==> config.mk <==
export PLATFORM = sky130hd
export DESIGN_NAME = bouncing_sprite_gen
export DESIGN_NICKNAME = d
export VERILOG_FILES = /design/src/rtl/bouncing_sprite_gen.sv
export SDC_FILE = /design/constraint.sdc
export NUM_CORES = 1
export LEC_CHECK = 0
export BUFFER_PORTS_ARGS = -buffer_cell sky130_fd_sc_hd__buf_2
export CAP_MARGIN = 20
export CORE_MARGIN = 1
export CORE_UTILIZATION = 50
export CTS_CLUSTER_DIAMETER = 60
export DETAILED_ROUTE_END_ITERATION = 6
export PLACE_DENSITY = 0.74
export SLEW_MARGIN = 20
export SYNTH_ARGS = -nofsm -noshare
export SYNTH_HDL_FRONTEND = slang
export SYNTH_SLANG_ARGS = --single-unit
==> constraint.sdc <==
create_clock -name clk_i -period 8.2 [get_ports clk_i]
set_input_delay 0.82 -clock clk_i [delete_from_list [all_inputs] [get_ports clk_i]]
set_output_delay 0.82 -clock clk_i [all_outputs]
set_load 0.01 [all_outputs]
==> src/rtl/bouncing_sprite_gen.sv <==
// Bouncing sprite generator: N square sprites that move one step per frame,
// bounce off the active-area edges and are overlaid on a background pixel stream.
module bouncing_sprite_gen #(
   parameter int N_SPRITES = 4,
   parameter int SIZE      = 4,
   parameter int SPEED     = 2,
   parameter int H_ACTIVE  = 640,
   parameter int V_ACTIVE  = 480
) (
   input  logic        clk_i,
   input  logic        reset_ni,
   input  logic        run_i,
   input  logic        vsync_i,
   input  logic [15:0] hpos_i,
   input  logic [15:0] vpos_i,
   input  logic [15:0] bg_i,
   output logic [15:0] rgb_o,
   output logic        collide_o,
   output logic        frame_done_o
);

   localparam logic [16:0] X_LIMIT  = 17'(H_ACTIVE - SIZE);
   localparam logic [16:0] Y_LIMIT  = 17'(V_ACTIVE - SIZE);
   localparam logic [16:0] EDGE     = 17'(SIZE);
   localparam logic [2:0]  LAST_IDX = 3'(N_SPRITES - 1);

   typedef enum logic {IDLE, UPDATE} state_t;

   typedef struct packed {
      logic [15:0]        pos;
      logic signed [15:0] vel;
   } axis_t;

   // One axis of motion: clamp to the wall and reverse direction when the
   // step would leave [0, limit].
   function automatic axis_t stepAxis(input logic [15:0] pos,
                                      input logic signed [15:0] vel,
                                      input logic [16:0] limit);
      axis_t       r;
      logic [15:0] mag;
      logic [16:0] sum;
      mag   = vel[15] ? 16'(-vel) : 16'(vel);
      sum   = {1'b0, pos} + {1'b0, mag};
      r.pos = pos;
      r.vel = vel;
      if (!vel[15]) begin
         if (sum > limit) begin
            r.pos = limit[15:0];
            r.vel = -vel;
         end else begin
            r.pos = sum[15:0];
         end
      end else if (pos < mag) begin
         r.pos = 16'd0;
         r.vel = -vel;
      end else begin
         r.pos = pos - mag;
      end
      return r;
   endfunction

   function automatic logic [15:0] spriteColour(input int k);
      case (k)
         0:       spriteColour = 16'hFFFF;
         1:       spriteColour = 16'hF800;
         2:       spriteColour = 16'h07E0;
         3:       spriteColour = 16'h001F;
         4:       spriteColour = 16'hFFE0;
         5:       spriteColour = 16'hF81F;
         6:       spriteColour = 16'h07FF;
         default: spriteColour = 16'hFC00;
      endcase
   endfunction

   state_t             state_q, state_d;
   logic [2:0]         index_q, index_d;
   logic               vsync_q;
   logic               frameTick;
   logic               frame_done_q, frame_done_d;
   logic [15:0]        rgb_q, rgb_d;
   logic               collide_q, collide_d;
   logic [3:0]         hitCount;

   logic [15:0]        x_q  [N_SPRITES];
   logic [15:0]        y_q  [N_SPRITES];
   logic signed [15:0] vx_q [N_SPRITES];
   logic signed [15:0] vy_q [N_SPRITES];

   logic [15:0]        curX, curY;
   logic signed [15:0] curVx, curVy;
   axis_t              nextX, nextY;

   assign frameTick = vsync_i & ~vsync_q;

   always_comb begin
      state_d      = state_q;
      index_d      = index_q;
      frame_done_d = 1'b0;
      case (state_q)
         IDLE: begin
            if (frameTick && run_i) begin
               state_d = UPDATE;
               index_d = 3'd0;
            end
         end
         UPDATE: begin
            if (index_q == LAST_IDX) begin
               state_d      = IDLE;
               index_d      = 3'd0;
               frame_done_d = 1'b1;
            end else begin
               index_d = index_q + 3'd1;
            end
         end
         default: state_d = IDLE;
      endcase
   end

   always_ff @(posedge clk_i or negedge reset_ni) begin
      if (!reset_ni) begin
         state_q      <= IDLE;
         index_q      <= 3'd0;
         vsync_q      <= 1'b0;
         frame_done_q <= 1'b0;
         rgb_q        <= 16'h0000;
         collide_q    <= 1'b0;
      end else begin
         state_q      <= state_d;
         index_q      <= index_d;
         vsync_q      <= vsync_i;
         frame_done_q <= frame_done_d;
         rgb_q        <= rgb_d;
         collide_q    <= collide_d;
      end
   end

   // A single shared step unit serves whichever sprite the index selects.
   always_comb begin
      curX  = 16'd0;
      curY  = 16'd0;
      curVx = 16'sd0;
      curVy = 16'sd0;
      for (int k = 0; k < N_SPRITES; k++) begin
         if (index_q == 3'(k)) begin
            curX  = x_q[k];
            curY  = y_q[k];
            curVx = vx_q[k];
            curVy = vy_q[k];
         end
      end
      nextX = stepAxis(curX, curVx, X_LIMIT);
      nextY = stepAxis(curY, curVy, Y_LIMIT);
   end

   always_ff @(posedge clk_i or negedge reset_ni) begin
      if (!reset_ni) begin
         for (int k = 0; k < N_SPRITES; k++) begin
            x_q[k]  <= 16'(64 + 32 * k);
            y_q[k]  <= 16'(64 + 24 * k);
            vx_q[k] <= (k % 2 == 0) ? 16'(SPEED) : 16'(-SPEED);
            vy_q[k] <= 16'(SPEED);
         end
      end else if (state_q == UPDATE) begin
         for (int k = 0; k < N_SPRITES; k++) begin
            if (index_q == 3'(k)) begin
               x_q[k]  <= nextX.pos;
               y_q[k]  <= nextY.pos;
               vx_q[k] <= nextX.vel;
               vy_q[k] <= nextY.vel;
            end
         end
      end
   end

   // Scanning from the top index down lets the lowest-index hit win the colour.
   always_comb begin
      rgb_d    = bg_i;
      hitCount = 4'd0;
      for (int k = N_SPRITES - 1; k >= 0; k--) begin
         if (({1'b0, hpos_i} >= {1'b0, x_q[k]}) &&
             ({1'b0, hpos_i} <  ({1'b0, x_q[k]} + EDGE)) &&
             ({1'b0, vpos_i} >= {1'b0, y_q[k]}) &&
             ({1'b0, vpos_i} <  ({1'b0, y_q[k]} + EDGE))) begin
            rgb_d    = spriteColour(k);
            hitCount = hitCount + 4'd1;
         end
      end
      collide_d = (hitCount > 4'd1) | (collide_q & ~frameTick);
   end

   assign rgb_o        = rgb_q;
   assign collide_o    = collide_q;
   assign frame_done_o = frame_done_q;

endmodule
# Yosys cells after proc, flatten, opt, wreduce, memory -nomap -nowiden

Index checks and enable logic that the tools add are counted.

Bits in writable memories: 0
Register bits: 279
Input port bits: 52
Memory bits (read-only): 0
Output and inout port bits: 18
Memories kept: 0
Latch bits: 0
Logic and storage cells: 133

Add/subtract/negate cells: 18
Bitwise logic cells: 6
Order comparisons: 21
$mul: 0
Mux-type cells: 44
Div/mod/pow operators: 0
Reductions and logical operators: 18
Shifts and indexed selects: 0
Equal/unequal tests: 4

Operator list:

| operator              | number |
|---|---|
| $mux 16               | 30 |
| $add 16x3->17 const B | 8 |
| $lt 16x17->1          | 8 |
| $ge 16x16->1          | 8 |
| $mux 32               | 2 |
| $add 16x16->17        | 2 |
| $lt 16x16->1          | 2 |
| $neg 16->16           | 2 |
| $sub 16x16->16        | 2 |
| $gt 17x10->1 const B  | 1 |
| $gt 17x9->1 const B   | 1 |
| $logic_and 1x1->1     | 13 |
| $add 4x1->4 const B   | 3 |
| $mux 4                | 3 |
| $reduce_and 2->1      | 4 |
| $eq 3x2->1 const B    | 2 |
| $mux 3                | 2 |
| $pmux 3 s2            | 1 |
| $mux 1                | 5 |
| $gt 4x1->1 const B    | 1 |
| $add 3x1->3 const B   | 1 |
| $eq 3x1->1 const B    | 1 |
| $logic_not 3->1       | 1 |
| $not 1->1             | 3 |
| other kinds (4)       | 5 |

# Logic depth before layout (Yosys ltp)

Gate-level depths: netlist of the first run.

Word-level depth: 14
Gate-level depth with buffers: 27

# Least setup slack after synthesis of the first run

Ideal clock, no wire load.

Path kind: register -> register
Start point: register index_q[0]
End point: register vx_q[11] (netlist bit)
Arrival time: 5.496 ns
Setup slack: 2.619 ns
Stages on the path, launching flop included: 26
Buffers on the path: 3
Period minus slack after synthesis: 5.581 ns
Path through: dfrtp_1 -> inv_1 -> ha_1 -> buf_2 -> nor2b_1 -> buf_4 -> a221oi_1 -> o32ai_1 -> inv_1 -> ha_1 -> inv_1 -> nor4_2 -> nand2_1 -> nor3_2 -> nand2b_1 -> xor2_1 -> ha_1 -> inv_2 -> a2111oi_0 -> nand3_1 -> nor4_1 -> nand4_1 -> or4_1 -> buf_4 -> o211ai_2 -> mux2_1

Word-level cells in the longest chain between the ends: 11

Ends and longest elaborated chain:

| what                            | RTL line   | RTL |
|---|---|---|
| from (decl)                     | 76         | `logic [2:0] index_q, index_d;` |
| from (signal assigned)          | 129        | `index_q <= index_d;` |
| $logic_not 3->1                 | 144        | `if (index_q == 3'(k)) begin` |
| $mux 16 (4 in series)           | 144        |  |
| $neg 16->16                     | 42, 49, 55 |  |
| $mux 16                         | 42         | `mag = vel[15] ? 16'(-vel) : 16'(vel);` |
| $add 16x16->17                  | 43         | `sum = {1'b0, pos} + {1'b0, mag};` |
| $gt 17x10->1                    | 47         | `if (sum > limit) begin` |
| $mux 16                         | 47         |  |
| $mux 32                         | 46         | `if (!vel[15]) begin` |
| to (signal, indexed assignment) | 160        | `vx_q[k] <= (k % 2 == 0) ? 16'(SPEED) : 16'(-SPEED);` |
| to (signal, indexed assignment) | 168        | `vx_q[k] <= nextX.vel;` |
| to (decl)                       | 86         | `logic signed [15:0] vx_q [N_SPRITES];` |

Several ways; a longest one is shown, not always the timed one.
A chain may end at the register's enable or synchronous reset.

# Worst setup path in the final report of the first run

Start point: register index_q[1]
End point: register vx_q[30] (netlist bit)

Same word-level chain as after synthesis.

==> flow_metrics.tcl, run 1 <==
set metrics [dict create \
    path_class "reg2reg" \
    cts_tree "yes" \
    wl_per_cell_um 19.0 \
    cts_setup_buffers 0 \
    die_w_um 230 \
    slowest_delay_ns 0.63 \
    synth_flop_cell "dfrtp_1" \
    r2r-end "vx_q[30]" \
    grt_pass1_vias 22679 \
    ant_nets 0 \
    synth-edff-count 0 \
    holdWs_ns 0.308 \
    end_kind "flip-flop" \
    syn-num-nets 3562 \
    slowest_stage "ha_1" \
    max_slew_margin 0.218 \
    drc 0 \
    rsz0062_at_grt "false" \
    insertion_delay_ns 0.55 \
    path_cells "inv_1, ha_1, buf_4, a221oi_1, o32ai_1, inv_1, ha_1, inv_1, nor4_2, buf_4, nand2_1, nor3_2, nand2b_1, xor2_1, ha_1, inv_2, a2111oi_0, nand3_1, nor4_1, nand4_1, or4_1, buf_4, nor2_4, o211ai_1" \
    holdCritPathClass "in2async" \
    path_buf_inv 7 \
    r2r_setup_slack_ns 1.04 \
    postLayoutCoreUtil 0.543 \
    worstPathArrival_ns 7.57 \
    nets 3524 \
    antenna_found_initial 0 \
    synth_area_um2 25900 \
    fin_setup_tns_ns 0 \
    cts_sinks 279 \
    fill_cells 4745 \
    postSynthCellCount 3180 \
    crit_fanout 37 \
    initial_core_util 0.505 \
    yosysSeqAreaShare 0.272 \
    drt-initial-drc-count 2194 \
    synthArstFlopShare 1.00 \
    drt_first_pass_iters 7 \
    worst_pin_slew_ns 1.17 \
    io_buffers 69 \
    grt.overflow.total 0 \
    rows 83 \
    cts_buffers 35 \
    setup_viol 0 \
    grt_max_degree 169 \
    clock.fmax_mhz 140 \
    hpwlAfterDp_um 52900 \
    reg2regPathDepth 24 \
    coreArea_um2 51300 \
    grt_pass1_wl_um 119000 \
    critical_path.top_delay_family "simple AND/OR/NAND/NOR gates" \
    finClkSkew_ns 0.0152 \
    ys_ff_latch 279 \
    r2r_start "index_q[1]" \
    vias 23665 \
    fin_crit_ns 7.16 \
    placed_area_um2 26700 \
    grt_use_total 0.277 \
    cts_resized 0 \
    drt-total-wl_um 73100 \
    hold_viol 0 \
    cts_root_buffer "clkbuf_16" \
    viasPerCell 6.15 \
    required_ns 8.61 \
    start_kind "flip-flop" \
    yosysWarnings 0 \
    dieArea_um2 52800 \
    io_pins 70 \
    status "complete, no violations" \
    area_growth_pct 7.54 \
    cts-hold-fix-buffers 0 \
    slew_viol_final 0 \
    dieHeight_um 230 \
    synth.avg_cell_area_um2 8.15 \
    cap_violations 0 \
    drive_gt1_frac 0.0900 \
    clk_pin_slew_worst_paths_ns 0.06 \
    fin_crit_sh 0.873 \
    ys_types 89 \
    n_antenna_cell 0 \
    gp_congestion 0.924 \
    htreeDepth 2 \
    cts_buffer_depth 3 \
    finish.instance_area_um2 27900 \
]
[per-layer routing]
metal | share of wire | global-route usage
met1 | 0.44 | 0.375
met2 | 0.46 | 0.452
met3 | 0.070 | 0.0404
met4 | 0.030 | 0.0931
met5 | 0 | 0
[worst register-to-register path, stage by stage, from the launching register on]
cell,delay [ns]
dfrtp_1,0.40
inv_1,0.09
ha_1,0.63
buf_4,0.36
a221oi_1,0.13
o32ai_1,0.54
inv_1,0.21
ha_1,0.30
inv_1,0.20
nor4_2,0.08
buf_4,0.19
nand2_1,0.20
nor3_2,0.12
nand2b_1,0.17
xor2_1,0.17
ha_1,0.43
inv_2,0.11
a2111oi_0,0.46
nand3_1,0.15
nor4_1,0.31
nand4_1,0.26
or4_1,0.57
buf_4,0.29
nor2_4,0.49
o211ai_1,0.18
[cells by family after synthesis]
kind of cell | Yosys count | synth area share
compound gates | 946 | 0.247
fa+ha+maj | 330 | 0.160
buf+inv | 414 | 0.0636
flops | 279 | 0.272
mux | 22 | 0.00903
xor+xnor | 182 | 0.0615
simple gates | 1007 | 0.187
[cell usage after synthesis, types with 19 or more instances]
cell      count  area (um^2)
a211oi_1     30          225
a21o_1       64          480
a21oi_1     162          811
a221oi_1     55          482
a22o_1       38          333
a31oi_1      24          150
and2_1       26          163
and3_1       23          144
buf_2        33          165
clkbuf_1    118          443
dfrtp_1     228         5710
dfstp_2      51         1340
ha_1        326         4080
inv_1       230          863
nand2_1     338         1270
nand2b_1     36          225
nand3_1     142          711
nand4_1      26          163
nor2_1      200          751
nor2b_1      31          194
nor3_1       71          355
nor4_1       32          200
o211ai_1     28          210
o21a_1       23          173
o21ai_0     198          991
o21ai_1      94          470
o31ai_1      44          330
or4_1        19          143
xnor2_1     148         1300
xor2_1       34          298
[layout by cell type, fill, tap and decap left out, drive strengths merged, types with 29 or more instances in the layout]
| cell type | instances |
|---|---|
| o31ai | 45 |
| buf | 104 |
| dfstp | 51 |
| ha | 326 |
| o211ai | 29 |
| nand3 | 142 |
| a22o | 38 |
| nand2 | 338 |
| a21o | 64 |
| inv | 236 |
| nor2 | 201 |
| xor2 | 34 |
| o21ai | 292 |
| xnor2 | 148 |
| a21oi | 165 |
| a211oi | 32 |
| nor3 | 77 |
| dfrtp | 228 |
| clkbuf | 49 |
| a221oi | 55 |
| nand2b | 36 |
| nor2b | 31 |
| nor4 | 37 |
[cell type report]
type | instances | area, um^2 | area share
repair buffers | 104 | 631 | 0.0226
inverters | 235 | 882 | 0.0316
clock buffers | 49 | 1010 | 0.0363
multi-input cells | 2487 | 17300 | 0.622
well taps | 680 | 851 | 0.0305
clock inverters | 14 | 131 | 0.00471
flip-flops and latches | 279 | 7050 | 0.253
[how the worst max path moves through the flow]
stage	startpoint	end	slack [ns]	depth (start not counted)
6_report	index_q[1]	vx_q[30]	1.04	24
5_1_grt	index_q[1]	vx_q[62]	0.40	24
4_1_cts	index_q[1]	vx_q[30]	1.17	24
3_5_place_dp	index_q[1]	vx_q[30]	1.21	24
3_3_place_gp	index_q[0]	y_q[49]	1.35	23
2_1_floorplan	index_q[0]	vx_q[11]	2.62	25
[through the flow]
step           setup WS [ns]  std cells
2_1_floorplan           2.62       3180
3_3_place_gp            1.35       3785
3_5_place_dp            1.21       3785
4_1_cts                 1.17       3848
5_1_grt                0.399       3848
6_report                1.04       3848
[flip-flops by register name (all words and copies together), names as in the netlist]
register and cells:
x_q 64, state_q 1, vy_q 64, frame_done_o 1
vx_q 64, rgb_o 16, collide_o 1, index_q 3
y_q 64, vsync_q 1
Power of run 1 is left out: the tool's default activity adds up to more than one toggle a clock period on the data nets, which glitch-free logic cannot reach.
==> inputs of run 2 (changes only) <==
==> constraint.sdc (replaced) <==
create_clock -name clk_i -period 8 [get_ports clk_i]
set_input_delay 0.8 -clock clk_i [delete_from_list [all_inputs] [get_ports clk_i]]
set_output_delay 0.8 -clock clk_i [all_outputs]
set_load 0.01 [all_outputs]
==> run 2 against run 1 <==
Net effect: critical path depth down 1; hold slack worse by 0.070 ns; via count up 0.42%; first-iteration DRC count up 1.8%; sequential cell count unchanged; setup slack worse by 0.23 ns; maximum frequency down 0.39%; register-to-register slack worse by 0.23 ns; die area unchanged; critical path type unchanged; largest cell class unchanged; highest routed layer unchanged.
==> flow_metrics.tcl, run 2 (synthesis results as in run 1) <==
set metrics [dict create \
    status "complete, no violations" \
    start_kind "flip-flop" \
    grt_pass1_wl_um 119000 \
    cts_root_buffer "clkbuf_16" \
    clk_pin_slew_worst_paths_ns 0.06 \
    cts_buffer_depth 3 \
    viasPerCell 6.16 \
    dieArea_um2 52800 \
    vias 23764 \
    layout_common_cells "nand2_1 (335), ha_1 (326), inv_1 (230)" \
    fill_cells 4799 \
    crit_fanout 24 \
    cts-hold-fix-buffers 0 \
    area_growth_pct 7.81 \
    cap_violations 0 \
    drt-total-wl_um 73200 \
    path_class "reg2reg" \
    placed_area_um2 26800 \
    grt.overflow.total 0 \
    htreeDepth 2 \
    io_pins 70 \
    worst_pin_slew_ns 1.01 \
    holdWs_ns 0.238 \
    cts_resized 0 \
    grt_use_total 0.275 \
    nets 3534 \
    antenna_found_initial 0 \
    insertion_delay_ns 0.55 \
    grt_max_degree 103 \
    coreArea_um2 51300 \
    die_w_um 230 \
    n_antenna_cell 0 \
    hpwlAfterDp_um 52900 \
    grt_pass1_vias 22546 \
    clock.fmax_mhz 139 \
    drive_gt1_frac 0.0919 \
    io_buffers 69 \
    place_ws_ns 0.970 \
    fin_ws_ns 0.811 \
    slew_viol_final 0 \
    fin_setup_tns_ns 0 \
    layout_commonest_cell "nand2_1" \
    drt-initial-drc-count 2233 \
    fin_crit_sh 0.899 \
    max_slew_margin 0.330 \
    finish.instance_area_um2 27900 \
    dieHeight_um 230 \
    wl_per_cell_um 19.0 \
    initial_core_util 0.505 \
    cts_tree "yes" \
    drt_first_pass_iters 6 \
    hold_viol 0 \
    gp_congestion 0.948 \
    worstPathArrival_ns 7.59 \
    finClkSkew_ns 0.0144 \
    cts_buffers 34 \
    fin_crit_ns 7.19 \
    setup_viol 0 \
    ant_nets 0 \
    cts_sinks 279 \
    rsz0062_at_grt "false" \
    drc 0 \
    end_kind "flip-flop" \
    cts_setup_buffers 0 \
    rows 83 \
    holdCritPathClass "in2async" \
    required_ns 8.40 \
]
## run 2: cell type report
type	count	area (um^2)	share of cell area
tap	680	851	0.0304
multi-input combinational	2487	17300	0.620
timing repair buffer	115	717	0.0257
clock inverter	10	95.1	0.00340
sequential	279	7050	0.252
clock buffer	52	1030	0.0369
inverter	235	882	0.0316
## run 2: final timing paths
path,start,slack (ns),endpoint,depth (start not counted)
max,index_q[0],0.81,vx_q[60],23
min,reset_ni,0.24,y_q[52],1
max reg2reg,index_q[0],0.81,vx_q[60],23
min reg2reg,vy_q[0],0.39,vy_q[0],0
max in group asynchronous,reset_ni,6.37,x_q[28],2
min in group clk_i,vy_q[0],0.39,vy_q[0],0
## run 2: worst max-delay path, stage by stage (launching register included)
cell	delay [ns]
dfrtp_1	0.41
inv_1	0.08
ha_1	0.50
buf_4	0.33
a221oi_1	0.21
o32ai_1	0.12
buf_4	0.17
inv_1	0.13
ha_1	0.30
inv_1	0.19
nor4_2	0.36
nand2_1	0.19
nor3_2	0.37
nand2b_1	0.18
xor2_1	0.08
ha_1	0.42
inv_2	0.11
a2111oi_0	0.53
nand3_1	0.13
nor4_1	0.31
nand4_1	0.27
or4_1	0.91
nor2_4	0.55
o211ai_1	0.18
## run 2: routing by layer
layer  vias to the layer above  wire, um  global-route usage
met4                         0      1910              0.0877
met1                     11288     33100               0.383
met5                         -         0                   0
met2                       860     33200               0.443
met3                       135      5060              0.0347
li1                      11481         -                   -
## run 2: metrics by stage
step / util / instances
floorplan: - / 3180
CTS: 0.545 / 3858
global route: 0.545 / 3858
global placement: 0.523 / 3796
finish: 0.545 / 3858
detailed placement: 0.523 / 3796
Power of run 2 is left out for the same reason.
